<file path="config.mk">
export PLATFORM = sky130hd
export DESIGN_NAME = c6502_bus_arbiter
export DESIGN_NICKNAME = d
export VERILOG_FILES = /design/src/rtl/c6502_bus_arbiter.sv
export SDC_FILE = /design/constraint.sdc
export NUM_CORES = 1
export LEC_CHECK = 0
export CORE_MARGIN = 8
export CORE_UTILIZATION = 26
export CTS_BUF_LIST = sky130_fd_sc_hd__clkbuf_8
export DETAILED_ROUTE_END_ITERATION = 10
export PLACE_DENSITY = 0.82
export SKIP_LAST_GASP = 1
export SYNTH_ARGS = -nofsm -noshare
export SYNTH_HDL_FRONTEND = slang
export SYNTH_SLANG_ARGS = --single-unit
</file>
<file path="constraint.sdc">
create_clock -name clock -period 2.4 [get_ports clock]
set_clock_uncertainty 0.1 [all_clocks]
set_input_delay 0.48 -clock clock [delete_from_list [all_inputs] [get_ports clock]]
set_output_delay 0.48 -clock clock [all_outputs]
set_load 0.1 [all_outputs]
</file>
<file path="src/rtl/c6502_bus_arbiter.sv">
// c6502_bus_arbiter: shares a single-port memory between the 6502 core, video and DMA
// using fixed two-cycle slots (ADDR, DATA).
module c6502_bus_arbiter #(
  parameter int ADDR_W = 16
) (
  input  logic              clock,
  input  logic              reset_n,
  input  logic [ADDR_W-1:0] cpu_address,
  input  logic [7:0]        cpu_out,
  input  logic              cpu_we,
  input  logic              cpu_halt,
  output logic              cpu_ce,
  output logic [7:0]        cpu_in,
  input  logic              vid_req,
  input  logic [ADDR_W-1:0] vid_address,
  output logic              vid_ack,
  output logic [7:0]        vid_data,
  input  logic              dma_req,
  input  logic [ADDR_W-1:0] dma_address,
  input  logic              dma_we,
  input  logic [7:0]        dma_wdata,
  output logic              dma_ack,
  output logic [7:0]        dma_rdata,
  output logic [ADDR_W-1:0] mem_address,
  output logic              mem_we,
  output logic [7:0]        mem_out,
  input  logic [7:0]        mem_in
);
  typedef enum logic [1:0] {OWN_NONE, OWN_CPU, OWN_VID, OWN_DMA} owner_e;
  logic   phase_q, phase_d;
  logic   rr_q, rr_d;
  owner_e owner_q, owner_d, grant, sel;
  logic   cpu_pend;
  // owner_q also serves as the last owner: it only changes at the ADDR edge, once per slot
  always_comb begin
    cpu_pend = !cpu_halt;
    grant    = OWN_NONE;
    rr_d     = rr_q;
    if (vid_req && (owner_q != OWN_VID || !(dma_req || cpu_pend))) grant = OWN_VID;
    else if (dma_req && cpu_pend) begin
      grant = rr_q ? OWN_DMA : OWN_CPU;
      rr_d  = !phase_q ? !rr_q : rr_q;
    end
    else if (dma_req) grant = OWN_DMA;
    else if (cpu_pend) grant = OWN_CPU;
    phase_d     = !phase_q;
    owner_d     = phase_q ? owner_q : grant;
    sel         = phase_q ? owner_q : grant;
    mem_address = sel == OWN_VID ? vid_address : sel == OWN_DMA ? dma_address : cpu_address;
    mem_we      = reset_n && !phase_q && ((sel == OWN_CPU && cpu_we) || (sel == OWN_DMA && dma_we));
    mem_out     = sel == OWN_DMA ? dma_wdata : cpu_out;
    cpu_ce      = reset_n && phase_q && owner_q == OWN_CPU;
    vid_ack     = reset_n && phase_q && owner_q == OWN_VID;
    dma_ack     = reset_n && phase_q && owner_q == OWN_DMA;
    cpu_in      = mem_in;
    vid_data    = mem_in;
    dma_rdata   = mem_in;
  end
  always_ff @(posedge clock or negedge reset_n) begin
    if (!reset_n) begin
      phase_q <= 1'b0;
      owner_q <= OWN_NONE;
      rr_q    <= 1'b0;
    end else begin
      phase_q <= phase_d;
      owner_q <= owner_d;
      rr_q    <= rr_d;
    end
  end
endmodule

</file>
* Word-level counts from Yosys, hierarchy flattened
Index checks and enable logic that the tools add are counted. W data, S select, Z words.
Storage, ports and cells: flip-flop bits (word level) 4, input bits 79, output and inout port bits 52, word-level logic and storage cells 39
Operators by class: equality and inequality tests 7, mux-type cells 9, bitwise gates (word level) 2, reductions and logical operators 18
Operator list (number):
- $mux W16 | 2
- $logic_and A1 B1 Y1 | 10
- $mux W2 | 5
- $eq A2 B2 Y1 const B | 4
- $mux W8 | 1
- $eq A2 B1 Y1 const B | 2
- $logic_not A1 Y1 | 4
- $logic_or A1 B1 Y1 | 3
- $reduce_and A3 Y1 | 1
- $ne A2 B2 Y1 const B | 1
- $not A1 Y1 | 2
- $mux W1 | 1

* Logic depth before layout (Yosys ltp)
Gate-level depths: netlist of run 1.
word-level depth 11, gate-level depth with buffers 7, gate-level depth less buffers 4

* Worst setup path after synthesis of run 1
No wires, ideal clock.
path type input port to output port, from input port dma_req, to output port mem_address[5], data arrival time 2.889 ns, required time 1.820 ns, setup slack -1.069 ns, cell stages on the path 5, buffers on the path 1, cells stage by stage nand2b_4 > a211oi_4 > buf_2 > nor3_1 > a31oi_1
Between the ends: cells in the longest elaborated chain, start to end 9, elaborated cells on any way between the ends 13, those cells by class 2 x eq/ne; 6 x mux; 5 x reduce/logical
Ends and longest elaborated chain:
- start, declared | RTL line 18 | input logic dma_req,
- $logic_or A1 B1 Y1 | RTL line 39 | if (vid_req && (owner_q != OWN_VID || !(dma_req || cpu_pend))) grant = OWN_VID;
- $logic_not A1 Y1 | RTL line 39
- $logic_or A1 B1 Y1 | RTL line 39
- $logic_and A1 B1 Y1 | RTL line 39
- $mux W2 * | RTL line 39
- $mux W2 * | RTL line 48 | sel = phase_q ? owner_q : grant;
- $eq A2 B2 Y1 | RTL line 49 | mem_address = sel == OWN_VID ? vid_address : sel == OWN_DMA ? dma_address : cpu_address;
- $mux W16 | RTL line 49
- $mux W16 * | RTL line 49
- end, declared | RTL line 24 | output logic [ADDR_W-1:0] mem_address,
Mark *: on every way between the ends. The rest lies on a longest branch, timed or not.

* Final worst setup path of run 1
from input port dma_req, to output port mem_out[3]
Between the ends: cells in the longest elaborated chain, start to end 8, elaborated cells on any way between the ends 11, those cells by class 1 x eq/ne; 5 x mux; 5 x reduce/logical
Ends and longest elaborated chain:
- $logic_or A1 B1 Y1 | RTL line 39
- $logic_not A1 Y1 | RTL line 39
- $logic_or A1 B1 Y1 | RTL line 39
- $logic_and A1 B1 Y1 | RTL line 39
- $mux W2 * | RTL line 39
- $mux W2 * | RTL line 48
- $eq A2 B2 Y1 * | RTL line 51 | mem_out = sel == OWN_DMA ? dma_wdata : cpu_out;
- $mux W8 * | RTL line 51
- end, declared | RTL line 26 | output logic [7:0] mem_out,
Marks and branches as above.

==> results of run 1 <==
[flip-flops by register name, indices dropped and copies added, names as in the netlist]
name / count
owner_q: 2
phase_q: 1
rr_q: 1
[routing by layer]
metal	share of wire [%]	GRT usage [%]	routed length, µm
met5	0	0	0
met2	55	31.98	3034
met4	1.0	2.778	55
met3	6.2	4.100	344
met1	38	17.08	2091
[layout make-up]
type	instances	share of cell area, %
clock buffer	3	1.440
inverter	2	0.3927
multi-input combinational	97	36.08
sequential	4	3.578
tap	48	2.094
timing repair buffer	130	56.41
[worst paths after layout]
kind | to | slack [ps] | depth (start not counted)
min | rr_q$_DFFE_PN0P_ | 430 | 1
min reg2reg | rr_q$_DFFE_PN0P_ | 430 | 1
min in group asynchronous | owner_q[0]$_DFF_PN0_ | 550 | 2
max reg2reg | owner_q[1]$_DFF_PN0_ | 940 | 4
max in group asynchronous | rr_q$_DFFE_PN0P_ | 1530 | 2
max | mem_out[3] | -60 | 7
[metrics by stage]
step | hold slack, ps | power [W] | util [%] | instances | setup TNS, ps
after floorplan | 84.41 | 0.001260 | - | 138 | -1100
after global placement | 445.1 | 0.001630 | 68.82 | 270 | -9415
after detailed placement | 469.9 | 0.001656 | 68.82 | 270 | -10890
after CTS | 479.0 | 0.001818 | 71.68 | 280 | -249.4
after global routing | 462.8 | 0.001944 | 77.17 | 284 | -1613
final | 427.7 | 0.001877 | 77.17 | 284 | -456.5
[kinds of logic (layout without fill, tap and decap cells)]
family                 Yosys count  count (layout)
XOR/XNOR                         1               1
AND/OR/NAND/NOR                 45              45
multiplexers                     8               8
buffers and inverters           37             135
flip-flops                       4               4
AO/OA/AOI/OAI                   43              43
[layout by cell type (no fill, tap or decap), types with 3 or more instances in the layout]
cell and count:
clkdlybuf4s50_1 67, buf_12 32, buf_4 21, a31oi_4 16, o21ai_1 14, nor3_1 13, nand3_1 10, mux2_4 8
nand3_4 6, nand2_1 3, nor3_2 3, a21oi_1 3, clkbuf_8 3, clkbuf_16 3, buf_6 3
[power by group through the flow]
stage	combinational [W]	sequential, W	clock (W)
floorplan	0.00116	0.0000980	0
global placement	0.00153	0.000100	0
detailed placement	0.00155	0.000102	0
CTS	0.00158	0.0000991	0.000140
global route	0.00169	0.000103	0.000147
finish	0.00164	0.000100	0.000137
[worst max-delay path: cells and delay by family]
kind | cells | cell delay [ps]
multiplexers | 1 | 310
buffers and inverters | 3 | 430
AO/OA/AOI/OAI | 2 | 500
AND/OR/NAND/NOR | 1 | 150
[repair_timing]
action / in CTS / in global routing
endpoints found under the setup margin: 25 / 24
pin swaps: 4 / 20
setup buffers: 7 / 6
cloned: 1 / 3
resized for setup: 32 / 29
==> flow_metrics.env, run 1 <==
export IMPL_grt_pass1_vias=1589
export IMPL_min_path_type="reg2reg"
export IMPL_place_ws_ps=-479.0
export IMPL_power_density_nw_per_um2=654.6
export IMPL_internal_power_w=0.0008724
export IMPL_antenna_cells=0
export IMPL_rsz0062_at_grt="yes"
export IMPL_p_switching_w=0.001005
export IMPL_min_from="rr_q$_DFFE_PN0P_"
export IMPL_worstMarginPinSlew_ps=396.2
export IMPL_synth_xor_area_share_pct=0.8653
export IMPL_crit_type="in2out"
export IMPL_min_period_over_period_pct=102.4
export IMPL_ys_types=27
export IMPL_die_h_um=78.40
export IMPL_multi_input_area_um2=1035
export IMPL_path_max_fanout=8
export IMPL_syn_nets=217
export IMPL_outcome="finished with violations"
export IMPL_globalRouteOverflowTotal=0
export IMPL_yosysMostFrequentCell="buf_4"
export IMPL_crit_slowest_cell="a211oi_4"
export IMPL_synth_top_area_share_pct=18.54
export IMPL_synth_top_family_by_area="compound AO/OA/AOI/OAI gates"
export IMPL_drive_gt1_share_pct=49.15
export IMPL_synth_simple_gate_area_share_pct=22.87
export IMPL_setup_slack_ps=-58.22
export IMPL_clock_sinks=4
export IMPL_max_freq_mhz=406.8
export IMPL_cts_reportedPaths_clkPinSlew_ps=30
export IMPL_synth_edf_count=0
export IMPL_hold_buffers=0
export IMPL_ff_latch_area_um2=102.6
export IMPL_worstPathRequired_ps=1820
export IMPL_fp_row_count=22
export IMPL_drt_pass1_iterations=4
export IMPL_place_congestion=0.7131
export IMPL_first_iter_violations=33
export IMPL_synthCells=138
export IMPL_critPathLaunchType="primary input"
export IMPL_start_util_pct=27.24
export IMPL_worst_ep_arrival_time_ps=1880
export IMPL_seq_area_frac_synth_pct=9.889
export IMPL_yosysWarnings=0
export IMPL_fill_cells=246
export IMPL_place_area_um2=2557
export IMPL_cpMostUsedCell="buf_12"
export IMPL_cts_tree="yes"
export IMPL_slew_headroom_pct=73.38
export IMPL_synth_largest_area_cell="buf_4"
export IMPL_failed_checks="negative setup slack"
export IMPL_avgSynthCellArea_um2=7.335
export IMPL_ir_worst_vdd_mv=0.3912
export IMPL_p_leak_nw=1.106
export IMPL_drtAntennaViolNets=0
export IMPL_fp_dieW_um=78.40
export IMPL_wire_per_inst_um=19.46
export IMPL_worstSetupEndpointType="primary output"
export IMPL_nNetsFinal=317
export IMPL_synthFlopType="dfrtp_1"
export IMPL_r2r_start="owner_q[1]$_DFF_PN0_"
export IMPL_ioPinCount=131
export IMPL_design_area_um2=2868
export IMPL_cts_buffer_depth=2
export IMPL_power_frac_clock_pct=7.3
export IMPL_syn2layout_area_growth_pct=183.3
export IMPL_synth_mux_area_share_pct=11.87
export IMPL_num_vias=1447
export IMPL_path_cells="buf_8 -> nand2b_4 -> a211oi_4 -> o22ai_4 -> buf_12 -> mux2_4 -> buf_12"
export IMPL_cts_buffers=3
export IMPL_cap_violations=0
export IMPL_grt_first_pass_wirelength_mm=8.314
export IMPL_port_buffers=98
export IMPL_grt_max_degree=18
export IMPL_drv_slew=0
export IMPL_dp_hpwl_mm=4.254
export IMPL_cp_startpoint="dma_req"
export IMPL_synth_compound_area_share_pct=29.42
export IMPL_vias_per_cell=5.095
export IMPL_setup_violations_final=10
export IMPL_pwr_share_seq_pct=5.3
export IMPL_synth_common_cells="buf_4 (25), o21ai_0 (17), a31oi_1 (16), nand3_1 (16), nor3_1 (16)"
export IMPL_synth_fa_ha_area_share_pct=0
export IMPL_synthArstFlopShare_pct=100.0
export IMPL_antenna_found_initial=0
export IMPL_die_area_um2=6146
export IMPL_grtUsageTotal_pct=16.33
export IMPL_min_period_ps=2458
export IMPL_insertion_delay_ps=210
export IMPL_swShare_pct=53.53
export IMPL_slowest_delay_ps=380
export IMPL_synth_seq_cells=4
export IMPL_syn_area_um2=1012
export IMPL_synthTopCellsByArea="buf_4 (19%), mux2_4 (12%), a31oi_1 (9.9%), dfrtp_1 (9.9%), o21ai_0 (8.4%)"
export IMPL_power_frac_comb_pct=87.4
export IMPL_htreeDepth=1
export IMPL_wl_mm=5.526
export IMPL_cts_root_buf="clkbuf_8"
export IMPL_drc=0
export IMPL_coreArea_um2=3716
export IMPL_finalHoldViolCount=0
No activity file was read; power rests on OpenSTA's default activity.
==> run 2, diff against run 1 <==
==> constraint.sdc (replaced) <==
create_clock -name clock -period 2.4 [get_ports clock]
set_clock_uncertainty 0.1 [all_clocks]
set_input_delay 0.48 -clock clock [delete_from_list [all_inputs] [get_ports clock]]
set_output_delay 0.48 -clock clock [all_outputs]
set_load 0.005 [all_outputs]
==> run 2 against run 1 <==
Against the previous run: the run still ends with negative setup slack left; final area is 26% lower; combinational power shrank 64%; flip-flop and latch count stayed put; routed wire length decreased by 13%; die area stayed put; sequential power shrank 6%; setup slack worse by 7.2 ps; cell count increased by 2.5%; clock power up 7%; critical endpoint is now mem_out[4]; non-clock buffer count increased by 7; critical path depth rose by 1; global-route usage shrank 1.6 points.
==> flow_metrics.env, run 2 (synthesis gave the netlist of run 1 again) <==
export IMPL_outcome="finished with violations"
export IMPL_failed_checks="negative setup slack"
export IMPL_finalHoldViolCount=0
export IMPL_cpMostUsedCell="buf_6"
export IMPL_setup_slack_ps=-65.39
export IMPL_die_area_um2=6146
export IMPL_antenna_found_initial=0
export IMPL_min_period_ps=2465
export IMPL_top_register="owner_q"
export IMPL_min_period_over_period_pct=102.7
export IMPL_clock_sinks=4
export IMPL_worst_ep_arrival_time_ps=1890
export IMPL_coreArea_um2=3716
export IMPL_path_cells="buf_2 -> nand2b_4 -> a211oi_4 -> o22ai_4 -> buf_4 -> buf_6 -> mux2_4 -> buf_6"
export IMPL_drtAntennaViolNets=0
export IMPL_p_leak_nw=0.9164
export IMPL_cts_tree="yes"
export IMPL_r2r_setup_slack_ps=870
export IMPL_insertion_delay_ps=220
export IMPL_stdcell_count=291
export IMPL_fp_row_count=22
export IMPL_cap_violations=0
export IMPL_reg_top3="owner_q: 2 flops, phase_q: 1 flops, rr_q: 1 flops"
export IMPL_final_common_cell="clkdlybuf4s50_1"
export IMPL_crit_type="in2out"
export IMPL_first_iter_violations=31
export IMPL_rsz0062_at_grt="yes"
export IMPL_worstPathRequired_ps=1820
export IMPL_worstSetupEndpointType="primary output"
export IMPL_ioPinCount=131
export IMPL_cts_buffers=3
export IMPL_grtUsageTotal_pct=14.72
export IMPL_placed_cells=276
export IMPL_htreeDepth=1
export IMPL_start_util_pct=27.24
export IMPL_cts_reportedPaths_clkPinSlew_ps=30
export IMPL_num_vias=1469
export IMPL_power_density_nw_per_um2=390.6
export IMPL_crit_slowest_cell="a211oi_4"
export IMPL_grt_first_pass_wirelength_mm=7.320
export IMPL_antenna_cells=0
export IMPL_ir_worst_vdd_mv=0.2514
export IMPL_slowest_delay_ps=320
export IMPL_final_cell_mix="clkdlybuf4s50_1 (70), buf_4 (29), buf_2 (18)"
export IMPL_grt_pass1_vias=1589
export IMPL_hold_buffers=0
export IMPL_cts_root_buf="clkbuf_8"
export IMPL_port_buffers=98
export IMPL_drv_slew=0
export IMPL_drive_gt1_share_pct=36.63
export IMPL_largest_reg_flops=2
export IMPL_setup_violations_final=3
export IMPL_critPathLaunchType="primary input"
export IMPL_design_area_um2=2118
export IMPL_grt_max_degree=15
export IMPL_min_path_type="in2reg"
export IMPL_fp_dieW_um=78.40
export IMPL_wl_mm=4.833
export IMPL_place_congestion=0.7876
export IMPL_drt_pass1_iterations=4
export IMPL_slew_headroom_pct=75.74
export IMPL_wire_per_inst_um=16.61
export IMPL_die_h_um=78.40
export IMPL_drc=0
export IMPL_max_freq_mhz=405.6
export IMPL_cts_buffer_depth=2
export IMPL_dp_hpwl_mm=3.737
export IMPL_worstMarginPinSlew_ps=361.2
export IMPL_path_max_fanout=4
export IMPL_globalRouteOverflowTotal=0
export IMPL_nNetsFinal=324
export IMPL_vias_per_cell=5.048
export IMPL_syn2layout_area_growth_pct=109.3
export IMPL_final_util_pct=57.00
export IMPL_place_area_um2=2022
-- run 2: layer usage --
metal	track usage [%]	vias to the layer above	share of wire, %
met5	0	-	0
met3	5.695	14	9.8
met2	24.52	90	48
met1	15.64	665	41
li1	-	700	-
met4	8.148	0	2.1
-- run 2: cell type report --
type                    count  area [µm²]
clock buffers               3       41.29
fillers                   364        1598
inverters                   2       7.507
multi-input cells          97       716.9
flip-flops and latches      4       100.1
well taps                  48       60.06
repair buffers            137        1192
-- run 2: worst max-delay path: cells and delay by family --
kind	cells	cell delay, ps
multiplexers	1	290
AO/OA/AOI/OAI	2	440
AND/OR/NAND/NOR	1	170
buffers and inverters	4	520
-- run 2: power breakdown --
part | switching (W) | internal, W | total [W]
registers | 0.0000126 | 0.0000817 | 0.0000943
logic | 0.000233 | 0.000354 | 0.000587
clock network | 0.0000385 | 0.000107 | 0.000146
total | 0.000285 | 0.000543 | 0.000827
-- run 2: timing repair --
action                                  in CTS  in global routing
hold endpoints to repair                     0                  0
buffers inserted                            11                  5
pin swaps                                    5                  6
endpoints found under the setup margin      28                 23
resized for setup                          103                 21
gates cloned                                 0                  0
-- run 2: path summary, 6_finish.rpt --
kind / from / to / cells after the start
worst max-delay path: dma_req / mem_out[4] / 8
worst min-delay path: dma_req / rr_q$_DFFE_PN0P_ / 3
worst max register to register: owner_q[0]$_DFF_PN0_ / owner_q[1]$_DFF_PN0_ / 6
worst min register to register: rr_q$_DFFE_PN0P_ / rr_q$_DFFE_PN0P_ / 2
max in group asynchronous: reset_n / owner_q[0]$_DFF_PN0_ / 2
min in group asynchronous: reset_n / phase_q$_DFF_PN0_ / 2
-- run 2: through the flow --
stage | power, W | hold WS, ps | TNS [ps] | setup WS [ps]
floorplan | 0.0003507 | 84.41 | 0 | 282.3
global placement | 0.0006817 | 453.0 | -16230 | -676.6
detailed placement | 0.0006908 | 453.0 | -17070 | -734.8
CTS | 0.0008017 | 468.8 | -121.9 | -32.31
global route | 0.0008900 | 536.6 | -584.5 | -103.8
finish | 0.0008274 | 521.7 | -100.1 | -65.39
==> run 3, diff against run 2 <==
--- a/config.mk
+++ b/config.mk
@@ -5,12 +5,14 @@
 export SDC_FILE = /design/constraint.sdc
 export NUM_CORES = 1
 export LEC_CHECK = 0
-export CORE_MARGIN = 8
+export CORE_MARGIN = 2
 export CORE_UTILIZATION = 26
 export CTS_BUF_LIST = sky130_fd_sc_hd__clkbuf_8
 export DETAILED_ROUTE_END_ITERATION = 10
+export GPL_ROUTABILITY_DRIVEN = 1
 export PLACE_DENSITY = 0.82
 export SKIP_LAST_GASP = 1
+export SLEW_MARGIN = 20
 export SYNTH_ARGS = -nofsm -noshare
 export SYNTH_HDL_FRONTEND = slang
 export SYNTH_SLANG_ARGS = --single-unit
==> run 3 against run 2 <==
Against the previous run: the run still ends with negative setup slack left; flip-flop and latch count is the same; setup slack improved by 14 ps; clock power is 5% lower; global-route usage is 3.9 points higher; count of clock-buffer cells in the layout is the same; combinational power about the same; critical path depth fell by 1; sequential share of layout area fell by 0.12 points; highest routed layer unchanged; routed wire length down 12%; largest power group unchanged; critical endpoint is now mem_out[3].
==> flow_metrics.env, run 3 (synthesis gave the netlist of run 1 again) <==
export IMPL_wire_per_inst_um=14.37
export IMPL_syn2layout_area_growth_pct=117.4
export IMPL_critPathLaunchType="flip-flop"
export IMPL_min_path_type="in2async"
export IMPL_final_common_cell="clkdlybuf4s50_1"
export IMPL_fill_cells=353
export IMPL_fp_row_count=22
export IMPL_grt_first_pass_wirelength_mm=6.417
export IMPL_power_density_nw_per_um2=369.8
export IMPL_clock_sinks=4
export IMPL_rsz0062_at_grt="yes"
export IMPL_ir_worst_vdd_mv=0.3487
export IMPL_cts_root_buf="clkbuf_8"
export IMPL_drt_pass1_iterations=4
export IMPL_p_total_w=0.0008139
export IMPL_coreArea_um2=3689
export IMPL_path_max_fanout=8
export IMPL_drtAntennaViolNets=0
export IMPL_p_leak_nw=0.9644
export IMPL_first_iter_violations=50
export IMPL_worstPathRequired_ps=1820
export IMPL_failed_checks="negative setup slack"
export IMPL_largest_reg_flops=2
export IMPL_slew_headroom_pct=81.63
export IMPL_die_area_um2=4408
export IMPL_die_h_um=66.40
export IMPL_port_buffers=98
export IMPL_finalHoldViolCount=0
export IMPL_reg_top3="owner_q: 2 flops, phase_q: 1 flops, rr_q: 1 flops"
export IMPL_drv_slew=0
export IMPL_setup_slack_ps=-51.49
export IMPL_start_util_pct=27.44
export IMPL_grt_max_degree=19
export IMPL_ioPinCount=131
export IMPL_worstMarginPinSlew_ps=275.5
export IMPL_grtUsageTotal_pct=18.59
export IMPL_max_freq_mhz=407.9
export IMPL_r2r_cells=5
export IMPL_r2r_end="owner_q[1]$_DFF_PN0_"
export IMPL_globalRouteOverflowTotal=0
export IMPL_setup_violations_final=3
export IMPL_crit_type="reg2out"
export IMPL_final_cell_mix="clkdlybuf4s50_1 (69), buf_4 (35), nand3_1 (16), a31oi_1 (16), buf_2 (15)"
export IMPL_place_congestion=0.7274
export IMPL_num_vias=1473
export IMPL_top_register="owner_q"
export IMPL_ff_latch_area_um2=101.3
export IMPL_grt_pass1_vias=1495
export IMPL_outcome="finished with violations"
export IMPL_cts_tree="yes"
export IMPL_min_period_ps=2451
export IMPL_r2r_start="owner_q[0]$_DFF_PN0_"
export IMPL_min_period_over_period_pct=102.1
export IMPL_r2r_setup_slack_ps=980
export IMPL_worst_ep_arrival_time_ps=1870
export IMPL_cap_violations=0
export IMPL_worstSetupEndpointType="primary output"
export IMPL_place_ws_ps=-699.1
export IMPL_multi_input_area_um2=719.4
export IMPL_fp_dieW_um=66.40
export IMPL_cts_buffers=3
export IMPL_antenna_cells=0
export IMPL_antenna_found_initial=0
export IMPL_dp_hpwl_mm=3.208
export IMPL_vias_per_cell=4.960
export IMPL_insertion_delay_ps=210
export IMPL_cts_reportedPaths_clkPinSlew_ps=30
export IMPL_cts_buffer_depth=2
export IMPL_nNetsFinal=330
export IMPL_htreeDepth=1
export IMPL_drc=0
export IMPL_wl_mm=4.269
export IMPL_drive_gt1_share_pct=39.36
## run 3: worst max-delay path by stage
stage | startpoint | to | slack (ps)
finish | owner_q[0]$_DFF_PN0_ | mem_out[3] | -50
floorplan | dma_req | mem_out[0] | 280
detailed placement | cpu_halt | mem_address[13] | -700
CTS | dma_req | mem_out[3] | -120
global placement | cpu_halt | mem_address[13] | -670
global route | owner_q[1]$_DFF_PN0_ | mem_out[3] | -130
## run 3: cell type report
type / count / area share, %
well taps: 48 / 2.729
clock buffers: 3 / 1.876
multi-input cells: 97 / 32.69
flip-flops and latches: 4 / 4.605
inverters: 2 / 0.3411
repair buffers: 143 / 57.76
## run 3: metrics by stage
stage / TNS [ps] / instances / hold WS [ps] / area [µm²] / util, %
CTS: -1034 / 288 / 393.6 / 2115 / 57.33
global placement: -16080 / 276 / 455.2 / 2034 / 55.16
global route: -1005 / 297 / 17.03 / 2201 / 59.67
detailed placement: -16650 / 276 / 477.4 / 2034 / 55.16
floorplan: 0 / 138 / 84.41 / 1012 / -
finish: -135.9 / 297 / 11.83 / 2201 / 59.67
## run 3: per-layer routing
layer	global-route usage, %	vias to the layer above	wire [µm]	part of all wire [%]
met5	0	-	0	0
met4	6.122	0	36	0.84
met3	3.748	5	432	10
met2	36.63	74	2234	52
met1	19.11	686	1566	37
li1	-	708	-	-
## run 3: repair_timing
| item | in CTS | in global routing |
|---|---|---|
| setup endpoints to repair | 28 | 26 |
| gates cloned | 1 | 0 |
| resized for setup | 87 | 37 |
| hold buffers | 0 | 0 |
| pin swaps | 4 | 2 |
| setup buffers | 9 | 11 |
## run 3: worst max-delay path, stage by stage, from the launching register on
cell and delay [ps]:
dfrtp_1 390, nor2b_4 200, a211oi_4 90, buf_6 130, o22ai_4 180, buf_12 160
mux2_4 300, clkdlybuf4s15_2 200
## run 3: power breakdown
| part | switching [W] | internal [W] |
|---|---|---|
| logic | 0.000226 | 0.000358 |
| clock network | 0.0000321 | 0.000107 |
| registers | 0.00000939 | 0.0000817 |
